## config.mk

```make
export PLATFORM = sky130hd
export DESIGN_NAME = subcore_mem_link
export DESIGN_NICKNAME = d
export VERILOG_FILES = /design/src/rtl/subcore_mem_link.sv
export SDC_FILE = /design/constraint.sdc
export NUM_CORES = 1
export LEC_CHECK = 0
export CAP_MARGIN = 40
export CORE_MARGIN = 3
export CORE_UTILIZATION = 48
export DETAILED_ROUTE_END_ITERATION = 10
export GPL_TIMING_DRIVEN = 0
export PLACE_DENSITY = 0.86
export SLEW_MARGIN = 25
export SYNTH_ARGS = -nofsm -noshare
export SYNTH_HDL_FRONTEND = slang
export SYNTH_SLANG_ARGS = --single-unit
export TNS_END_PERCENT = 10
```

## constraint.sdc

```tcl
create_clock -name clk -period 4.9 [get_ports clk]
set_input_delay 0.49 -clock clk [delete_from_list [all_inputs] [get_ports clk]]
set_output_delay 0.49 -clock clk [all_outputs]
set_load 0.01 [all_outputs]
```

## src/rtl/subcore_mem_link.sv

```systemverilog
// Main-core initiator for one sub-core data memory: block writes over the two write
// lanes (u/l) and interlocked block reads through the sub-core fetch port.
module subcore_mem_link #(
    parameter int SUB_AW    = 17,
    parameter int LEN_W     = 16,
    parameter int FETCH_LAT = 2
) (
    input  logic              clk,
    input  logic              rstn,
    input  logic              cmd_valid,
    output logic              cmd_ready,
    input  logic              cmd_read,
    input  logic [SUB_AW-1:0] cmd_addr,
    input  logic [LEN_W-1:0]  cmd_len,
    input  logic              wr_valid,
    output logic              wr_ready,
    input  logic [31:0]       wr_data_u,
    input  logic [31:0]       wr_data_l,
    output logic              sub_u_we,
    output logic              sub_l_we,
    output logic [31:0]       sub_u_addr,
    output logic [31:0]       sub_l_addr,
    output logic [31:0]       sub_u_din,
    output logic [31:0]       sub_l_din,
    output logic              sub_interlock,
    output logic [31:0]       sub_fetch_addr,
    input  logic [31:0]       sub_fetch_result,
    output logic              rd_valid,
    output logic [31:0]       rd_data,
    output logic              done
);

    typedef enum logic [2:0] {S_IDLE, S_WRITE, S_RD_ISSUE, S_RD_DRAIN, S_DONE} state_t;

    localparam logic [LEN_W:0] ONE = (LEN_W+1)'(1);
    localparam logic [LEN_W:0] TWO = (LEN_W+1)'(2);

    state_t                state_q, state_d;
    logic [SUB_AW-1:0]     addr_q, addr_d;
    logic [LEN_W:0]        left_q, left_d;
    logic                  cmd_ready_q, cmd_ready_d;
    logic                  wr_ready_q, wr_ready_d;
    logic                  u_we_q, u_we_d, l_we_q, l_we_d;
    logic [SUB_AW-1:0]     u_addr_q, u_addr_d, l_addr_q, l_addr_d;
    logic [31:0]           u_din_q, u_din_d, l_din_q, l_din_d;
    logic                  interlock_q, interlock_d;
    logic [SUB_AW-1:0]     fetch_addr_q, fetch_addr_d;
    logic [FETCH_LAT-1:0]  pipe_q, pipe_d, pipe_shift;
    logic                  push;
    logic                  rd_valid_q, rd_valid_d;
    logic [31:0]           rd_data_q, rd_data_d;
    logic                  done_q, done_d;

    always_comb begin
        // NOTE: every _d takes a default before the case so no path can infer a latch.
        state_d      = state_q;
        addr_d       = addr_q;
        left_d       = left_q;
        cmd_ready_d  = 1'b0;
        wr_ready_d   = 1'b0;
        u_we_d       = 1'b0;
        l_we_d       = 1'b0;
        u_addr_d     = u_addr_q;
        l_addr_d     = l_addr_q;
        u_din_d      = u_din_q;
        l_din_d      = l_din_q;
        interlock_d  = 1'b0;
        fetch_addr_d = fetch_addr_q;
        done_d       = 1'b0;
        push         = 1'b0;
        pipe_shift   = pipe_q << 1;

        case (state_q)
            S_IDLE: begin
                cmd_ready_d = 1'b1;
                if (cmd_valid && cmd_ready_q) begin
                    cmd_ready_d = 1'b0;
                    addr_d      = cmd_addr;
                    left_d      = {1'b0, cmd_len};
                    if (cmd_len == '0) begin
                        state_d = S_DONE;
                        done_d  = 1'b1;
                    end else if (cmd_read) begin
                        state_d      = S_RD_ISSUE;
                        interlock_d  = 1'b1;
                        fetch_addr_d = cmd_addr;
                    end else begin
                        state_d    = S_WRITE;
                        wr_ready_d = 1'b1;
                    end
                end
            end
            S_WRITE: begin
                wr_ready_d = 1'b1;
                if (wr_valid && wr_ready_q) begin
                    u_we_d   = 1'b1;
                    u_addr_d = addr_q;
                    u_din_d  = wr_data_u;
                    // The lower lane stays quiet on the trailing half-beat of an odd length.
                    l_we_d   = (left_q >= TWO);
                    l_addr_d = addr_q + SUB_AW'(1);
                    l_din_d  = wr_data_l;
                    addr_d   = addr_q + SUB_AW'(2);
                    if (left_q <= TWO) begin
                        left_d     = '0;
                        state_d    = S_DONE;
                        done_d     = 1'b1;
                        wr_ready_d = 1'b0;
                    end else begin
                        left_d = left_q - TWO;
                    end
                end
            end
            S_RD_ISSUE: begin
                interlock_d = 1'b1;
                push        = 1'b1;
                if (left_q == ONE) begin
                    left_d  = '0;
                    state_d = S_RD_DRAIN;
                end else begin
                    left_d       = left_q - ONE;
                    fetch_addr_d = fetch_addr_q + SUB_AW'(1);
                end
            end
            S_RD_DRAIN: begin
                interlock_d = 1'b1;
                if (pipe_shift == '0) begin
                    interlock_d = 1'b0;
                    state_d     = S_DONE;
                    done_d      = 1'b1;
                end
            end
            S_DONE: begin
                cmd_ready_d = 1'b1;
                state_d     = S_IDLE;
            end
            default: begin
                cmd_ready_d = 1'b1;
                state_d     = S_IDLE;
            end
        endcase

        pipe_d     = pipe_shift | FETCH_LAT'(push);
        rd_valid_d = pipe_q[FETCH_LAT-1];
        rd_data_d  = pipe_q[FETCH_LAT-1] ? sub_fetch_result : rd_data_q;
    end

    always_ff @(posedge clk) begin
        if (!rstn) begin
            state_q      <= S_IDLE;
            addr_q       <= '0;
            left_q       <= '0;
            cmd_ready_q  <= 1'b1;
            wr_ready_q   <= 1'b0;
            u_we_q       <= 1'b0;
            l_we_q       <= 1'b0;
            u_addr_q     <= '0;
            l_addr_q     <= '0;
            u_din_q      <= '0;
            l_din_q      <= '0;
            interlock_q  <= 1'b0;
            fetch_addr_q <= '0;
            pipe_q       <= '0;
            rd_valid_q   <= 1'b0;
            rd_data_q    <= '0;
            done_q       <= 1'b0;
        end else begin
            state_q      <= state_d;
            addr_q       <= addr_d;
            left_q       <= left_d;
            cmd_ready_q  <= cmd_ready_d;
            wr_ready_q   <= wr_ready_d;
            u_we_q       <= u_we_d;
            l_we_q       <= l_we_d;
            u_addr_q     <= u_addr_d;
            l_addr_q     <= l_addr_d;
            u_din_q      <= u_din_d;
            l_din_q      <= l_din_d;
            interlock_q  <= interlock_d;
            fetch_addr_q <= fetch_addr_d;
            pipe_q       <= pipe_d;
            rd_valid_q   <= rd_valid_d;
            rd_data_q    <= rd_data_d;
            done_q       <= done_d;
        end
    end

    assign cmd_ready      = cmd_ready_q;
    assign wr_ready       = wr_ready_q;
    assign sub_u_we       = u_we_q;
    assign sub_l_we       = l_we_q;
    assign sub_u_addr     = 32'(u_addr_q);
    assign sub_l_addr     = 32'(l_addr_q);
    assign sub_u_din      = u_din_q;
    assign sub_l_din      = l_din_q;
    assign sub_interlock  = interlock_q;
    assign sub_fetch_addr = 32'(fetch_addr_q);
    assign rd_valid       = rd_valid_q;
    assign rd_data        = rd_data_q;
    assign done           = done_q;

endmodule

```

==> results of run 1 <==
## how the worst min path moves through the flow
stage	slack, ns	end	cells after the start	startpoint
6_report	0.45	sub_l_din[6]	2	sub_l_din[6]
5_1_grt	0.48	u_addr_q[8]	2	u_addr_q[8]
4_1_cts	0.46	sub_l_din[6]	2	sub_l_din[6]
3_5_place_dp	0.45	sub_l_din[4]	2	sub_l_din[4]
3_3_place_gp	0.44	sub_u_din[23]	2	sub_u_din[23]
2_1_floorplan	0.45	pipe_q[1]	1	pipe_q[0]
## cell usage after synthesis (6+ instances only)
library cell	number	area share [%]
a31oi_1	13	0.90
nand2_1	226	9.4
o32ai_1	7	0.68
o21ai_0	31	1.7
mux2i_1	32	3.5
buf_4	45	3.7
a211oi_1	18	1.5
clkbuf_1	69	2.9
a21oi_1	132	7.3
buf_2	8	0.44
xor2_1	19	1.8
or4_1	6	0.50
inv_1	8	0.33
nor2_1	101	4.2
buf_1	7	0.29
nand4_1	9	0.62
o22ai_1	10	0.69
ha_1	7	0.97
dfxtp_1	193	43
nand2b_1	9	0.62
nand3_1	23	1.3
o21ai_1	10	0.55
or3_1	9	0.62
nor3_1	24	1.3
xnor2_1	15	1.5
nor4_1	16	1.1
## state kept, by name, indices dropped and copies added, names as in the netlist
register / cells
sub_u_din: 32
u_addr_q: 17
wr_ready: 1
state_q: 3
cmd_ready: 1
sub_u_we: 1
addr_q: 17
sub_interlock: 1
fetch_addr_q: 17
sub_l_we: 1
rd_data: 32
rd_valid: 1
pipe_q: 2
done: 1
l_addr_q: 17
sub_l_din: 32
left_q: 17
## routing by layer
| layer | global-route usage [%] | wire length, um |
|---|---|---|
| met1 | 36.32 | 11770 |
| met5 | 0 | 0 |
| met2 | 45.45 | 14540 |
| met3 | 7.066 | 3128 |
| met4 | 10.76 | 751 |
## worst reg2reg max path, stage by stage, from the launching register on
cell and delay [ns]:
dfxtp_1 0.31, clkbuf_1 0.21, or3b_2 0.48, clkbuf_1 0.21, nor2_1 0.47, clkbuf_1 0.48
clkbuf_1 0.44, nand2_1 0.17, a21oi_1 0.16
## power breakdown
group	switching [mW]	internal [mW]	total, mW
combinational	0.591	0.465	1.06
sequential	0.0832	1.65	1.73
clock	0.652	0.769	1.42
total	1.33	2.88	4.21
## cell families after synthesis
family	Yosys count	synth area share (%)
XOR/XNOR	34	3.298
AND/OR/NAND/NOR	453	22.47
flip-flops	193	42.79
AO/OA/AOI/OAI	275	18.69
other	1	0.04153
multiplexers	32	3.547
buffers and inverters	142	8.189
adder cells (fa/ha/maj)	7	0.9699
## through the flow
step	setup slack, ns	hold slack [ns]
5_1_grt	1.752	0.4770
2_1_floorplan	2.607	0.4542
4_1_cts	1.940	0.4552
3_3_place_gp	2.014	0.4407
6_report	1.903	0.4546
3_5_place_dp	1.973	0.4453
## final cells by class
type                            instances  area [um^2]  area share [%]
Multi-Input combinational cell        846         4597           35.47
Sequential cell                       193         3864           29.81
Timing Repair Buffer                  288         2877           22.19
Buffer                                133        705.7           5.445
Clock buffer                           17        425.4           3.282
Tap cell                              229        286.5           2.211
Clock inverter                         14        167.7           1.294
Inverter                                9        33.78          0.2606
Antenna cell                            2        5.005         0.03861
==> flow_summary.yaml, run 1 <==
die:
  rows: 49
  die-area_um2: 20490
  die_h_um: 143.2
  io_pins: 333
  core_area_um2: 18210
  initial_core_util_pct: 49.59
  die_w_um: 143.2
final_layout:
  final_area_um2: 12960
  area_growth_pct: 43.54
  final_common_cell: "clkdlybuf4s50_1"
  drive_gt1_share_pct: 6.867
  stdcell_count: 1731
  nNetsFinal: 1629
  nFillCells: 1493
  layout_common_cells: "clkdlybuf4s50_1, nand2_1, dfxtp_1"
  postLayoutCoreUtil_pct: 71.18
power:
  leakage_nw: 4.560
  power_density_nw_per_um2: 324.8
  max-vdd-ir-drop_uv: 268.1
  p_total_mw: 4.210
logic_synthesis:
  yosys_warnings: 0
  synth_cell_types: 75
  postSynthAreaPerCell_um2: 7.942
  syn_inst: 1137
  synth-edff-count: 0
  yosysSeqAreaShare_pct: 42.79
  syn-cell-area_um2: 9030
  synthFlopType: "dfxtp_1"
  synthArstFlopShare_pct: 0
  synth_seq_cells: 193
outcome:
  outcome: "completed"
worst_setup_path:
  critical_path_depth: 8
  worstSetupEndpoint: "u_addr_q[15]"
  crit_path_max_incr_delay_ns: 0.48
  required_ns: 5.26
  cp_max_fo: 10
  reg2reg_from: "state_q[1]"
  cpLargestDelayFamily: "buffers and inverters"
  crit_type: "flip-flop to flip-flop"
  reg2reg_slack_ns: 1.90
  reg2reg_depth: 8
  critPathSlowestCell: "or3b_2"
  worstPathArrival_ns: 3.36
  path_cells: "clkbuf_1 -> or3b_2 -> clkbuf_1 -> nor2_1 -> clkbuf_1 -> clkbuf_1 -> nand2_1 -> a21oi_1"
  crit_path_start_kind: "flip-flop"
  cp-end-kind: "flip-flop"
  crit_buf_inv: 4
  cp-startpoint: "state_q[1]"
  cp_common_cell: "clkbuf_1"
  r2r-end: "u_addr_q[15]"
clocking:
  h-tree-depth: 4
  cts_setup_buffers: 0
  cts.repair.resized: 0
  insertion_delay_ns: 0.43
  clockBufferDepth: 2
  cts_tree: "built"
  cts.sinks: 193
  cts-root-buf: "clkbuf_16"
  postCtsHoldBufs: 0
  numCtsBuffers: 17
  clk_pin_slew_ns: 0.07
sta:
  fmax_mhz: 333.6
  finalHoldViolCount: 0
  relSlewSlack_pct: 43.58
  setup_viol: 0
  timing.final.crit_share_pct: 61.17
  setup_tns_ns: 0
  clock_skew_ns: 0.008327
  rsz0062_at_grt: "no"
  maxSlewViolCount: 0
  period_minus_slack_ns: 2.997
  tightest_slew_ns: 0.8445
placement:
  port_buffers: 287
  dp_cells: 1697
  place_congestion: 0.9531
  place_hpwl_um: 23060
  place_area_um2: 12360
routing:
  via_per_inst: 5.498
  dr_total_vias: 9517
  drtIter0Drc: 637
  wire_per_inst_um: 17.44
  antenna_left: 0
  drt_first_pass_iters: 7
  drt-total-wl_um: 30200
  drc: 0
grt:
  grt.overflow.total: 0
  first_global_vias: 8867
  grt_max_degree: 19
  gr-usage-all-layers_pct: 28.12
  antenna_found_initial: 0
  grt_pass1_wl_um: 46210
worst_hold_path:
  worstHoldPathType: "flip-flop to flip-flop"
flow_run:
  cap_viol_max_count: 0
(Power assumes the default switching activity.)
==> inputs of run 2 (changes only) <==
CORE_UTILIZATION = 45   (was 48)
PLACE_DENSITY = 0.81   (was 0.86)
clock period = 2.92 ns   (was 4.9 ns; I/O delays follow)
==> flow_summary.yaml, run 2 (same netlist as run 1, synthesis figures left out) <==
power:
  max-vdd-ir-drop_uv: 435.8
  leakage_nw: 4.577
  power_density_nw_per_um2: 543.0
die:
  die-area_um2: 21800
  die_w_um: 147.7
  io_pins: 333
  core_area_um2: 19590
  rows: 51
  initial_core_util_pct: 46.09
  die_h_um: 147.7
worst_setup_path:
  worstPathArrival_ns: 3.13
  required_ns: 3.25
  crit_buf_inv: 2
  cp_max_fo: 8
  crit_path_start_kind: "flip-flop"
  crit_path_max_incr_delay_ns: 0.75
  reg2reg_depth: 9
  path_cells: "clkbuf_1 -> inv_1 -> ha_1 -> nor4b_1 -> nand2_1 -> or3_1 -> xor2_1 -> o221ai_2 -> a22o_1"
  cpLargestDelayFamily: "simple AND/OR/NAND/NOR gates"
  cp-end-kind: "flip-flop"
  crit_type: "flip-flop to flip-flop"
  critical_path_depth: 9
  critPathSlowestCell: "nor4b_1"
placement:
  place_ws_ns: -0.07357
  port_buffers: 287
  place_congestion: 0.9471
  place_hpwl_um: 23110
grt:
  grt_use_met2_pct: 45.81
  grt.overflow.total: 0
  gr-usage-all-layers_pct: 26.79
  use_met3_pct: 5.917
  first_global_vias: 8907
  met1_usage_pct: 34.19
  grt_max_degree: 20
  antenna_found_initial: 0
  grt.busiest_layer: "met2"
  grt_pass1_wl_um: 47380
sta:
  clock_skew_ns: 0.01052
  period_minus_slack_ns: 2.799
  setup_viol: 0
  setup_ws_ns: 0.1207
  finalHoldViolCount: 0
  rsz0062_at_grt: "no"
  fmax_mhz: 357.2
  maxSlewViolCount: 0
  tightest_slew_ns: 0.8877
  relSlewSlack_pct: 39.99
  timing.final.crit_share_pct: 95.87
clocking:
  cts.sinks: 193
  h-tree-depth: 4
  insertion_delay_ns: 0.44
  cts_setup_buffers: 0
  cts.repair.resized: 1
  clk_pin_slew_ns: 0.08
  cts_tree: "built"
  postCtsHoldBufs: 0
  clockBufferDepth: 2
  cts-root-buf: "clkbuf_16"
  numCtsBuffers: 17
final_layout:
  n_antenna_cell: 0
  final_common_cell: "clkdlybuf4s50_1"
  area_growth_pct: 44.05
  nNetsFinal: 1629
  drive_gt1_share_pct: 7.129
  layout_common_cells: "clkdlybuf4s50_1, nand2_1, dfxtp_1"
  postLayoutCoreUtil_pct: 66.40
routing:
  drt-total-wl_um: 30420
  dr_total_vias: 9493
  drt_first_pass_iters: 5
  wire_per_inst_um: 17.23
  via_per_inst: 5.375
  drtIter0Drc: 716
  drc: 0
  antenna_left: 0
worst_hold_path:
  min_path_cells: 3
  worstHoldPathType: "input port to flip-flop"
flow_run:
  cap_viol_max_count: 0
outcome:
  outcome: "completed"
==> run 2: report_power, final <==
part / total [mW] / switching, mW / internal, mW
clock: 2.38 / 1.15 / 1.23
sequential: 2.91 / 0.141 / 2.77
combinational: 1.77 / 0.995 / 0.780
==> run 2: final timing paths <==
path                                     from            end  slack, ns
worst max register to register      left_q[2]     left_q[11]       0.12
worst max-delay path                left_q[2]     left_q[11]       0.12
worst min-delay path            wr_data_l[15]  sub_l_din[15]       0.40
worst min register to register  sub_u_din[15]  sub_u_din[15]       0.46
==> run 2: worst min-delay path: cells and delay by family <==
kind                   cells  cell delay, ns
AO/OA/AOI/OAI              1            0.05
buffers and inverters      1            0.39
AND/OR/NAND/NOR            1            0.05
==> run 2: cell type report <==
| type | count | area, um^2 |
|---|---|---|
| fill | 1684 | 6583 |
| sequential | 193 | 3864 |
| tap | 265 | 331.6 |
| inverter | 9 | 33.78 |
| clock inverter | 14 | 165.2 |
| clock buffer | 18 | 429.2 |
| buffer | 133 | 709.4 |
| timing repair buffer | 288 | 2878 |
| multi-input combinational | 846 | 4597 |
==> run 2: routing by layer <==
| layer | share of wire (%) | vias up |
|---|---|---|
| li1 | - | 4567 |
| met1 | 40 | 4413 |
| met2 | 49 | 467 |
| met3 | 8.9 | 46 |
| met4 | 2.0 | 0 |
| met5 | 0 | - |
==> run 2: through the flow <==
stage                     hold WS (ns)  cells  power, mW  instance area (um^2)   TNS, ns
final                           0.3966   1766      7.064                 13010         0
after global routing            0.3934   1766      7.357                 13010         0
after CTS                       0.3874   1765      7.051                 13000         0
after detailed placement        0.4465   1733      4.689                 12400   -0.3241
after global placement          0.4410   1733      4.665                 12400  -0.01569
after floorplan                 0.4280   1181      4.055                  9195         0
==> inputs of run 3 (changes only) <==
==> constraint.sdc (replaced) <==
create_clock -name clk -period 2.92 [get_ports clk]
set_input_delay 0.584 -clock clk [delete_from_list [all_inputs] [get_ports clk]]
set_output_delay 0.584 -clock clk [all_outputs]
set_load 0.01 [all_outputs]
==> results of run 3 <==
The final DEF is identical to that of run 2. Status: completed.
Among the figures that moved: setup slack after placement -0.07357 ns -> -0.1233 ns; hold slack 0.3966 ns -> 0.4552 ns; end point of the worst hold path sub_l_din[15] -> sub_u_din[15]
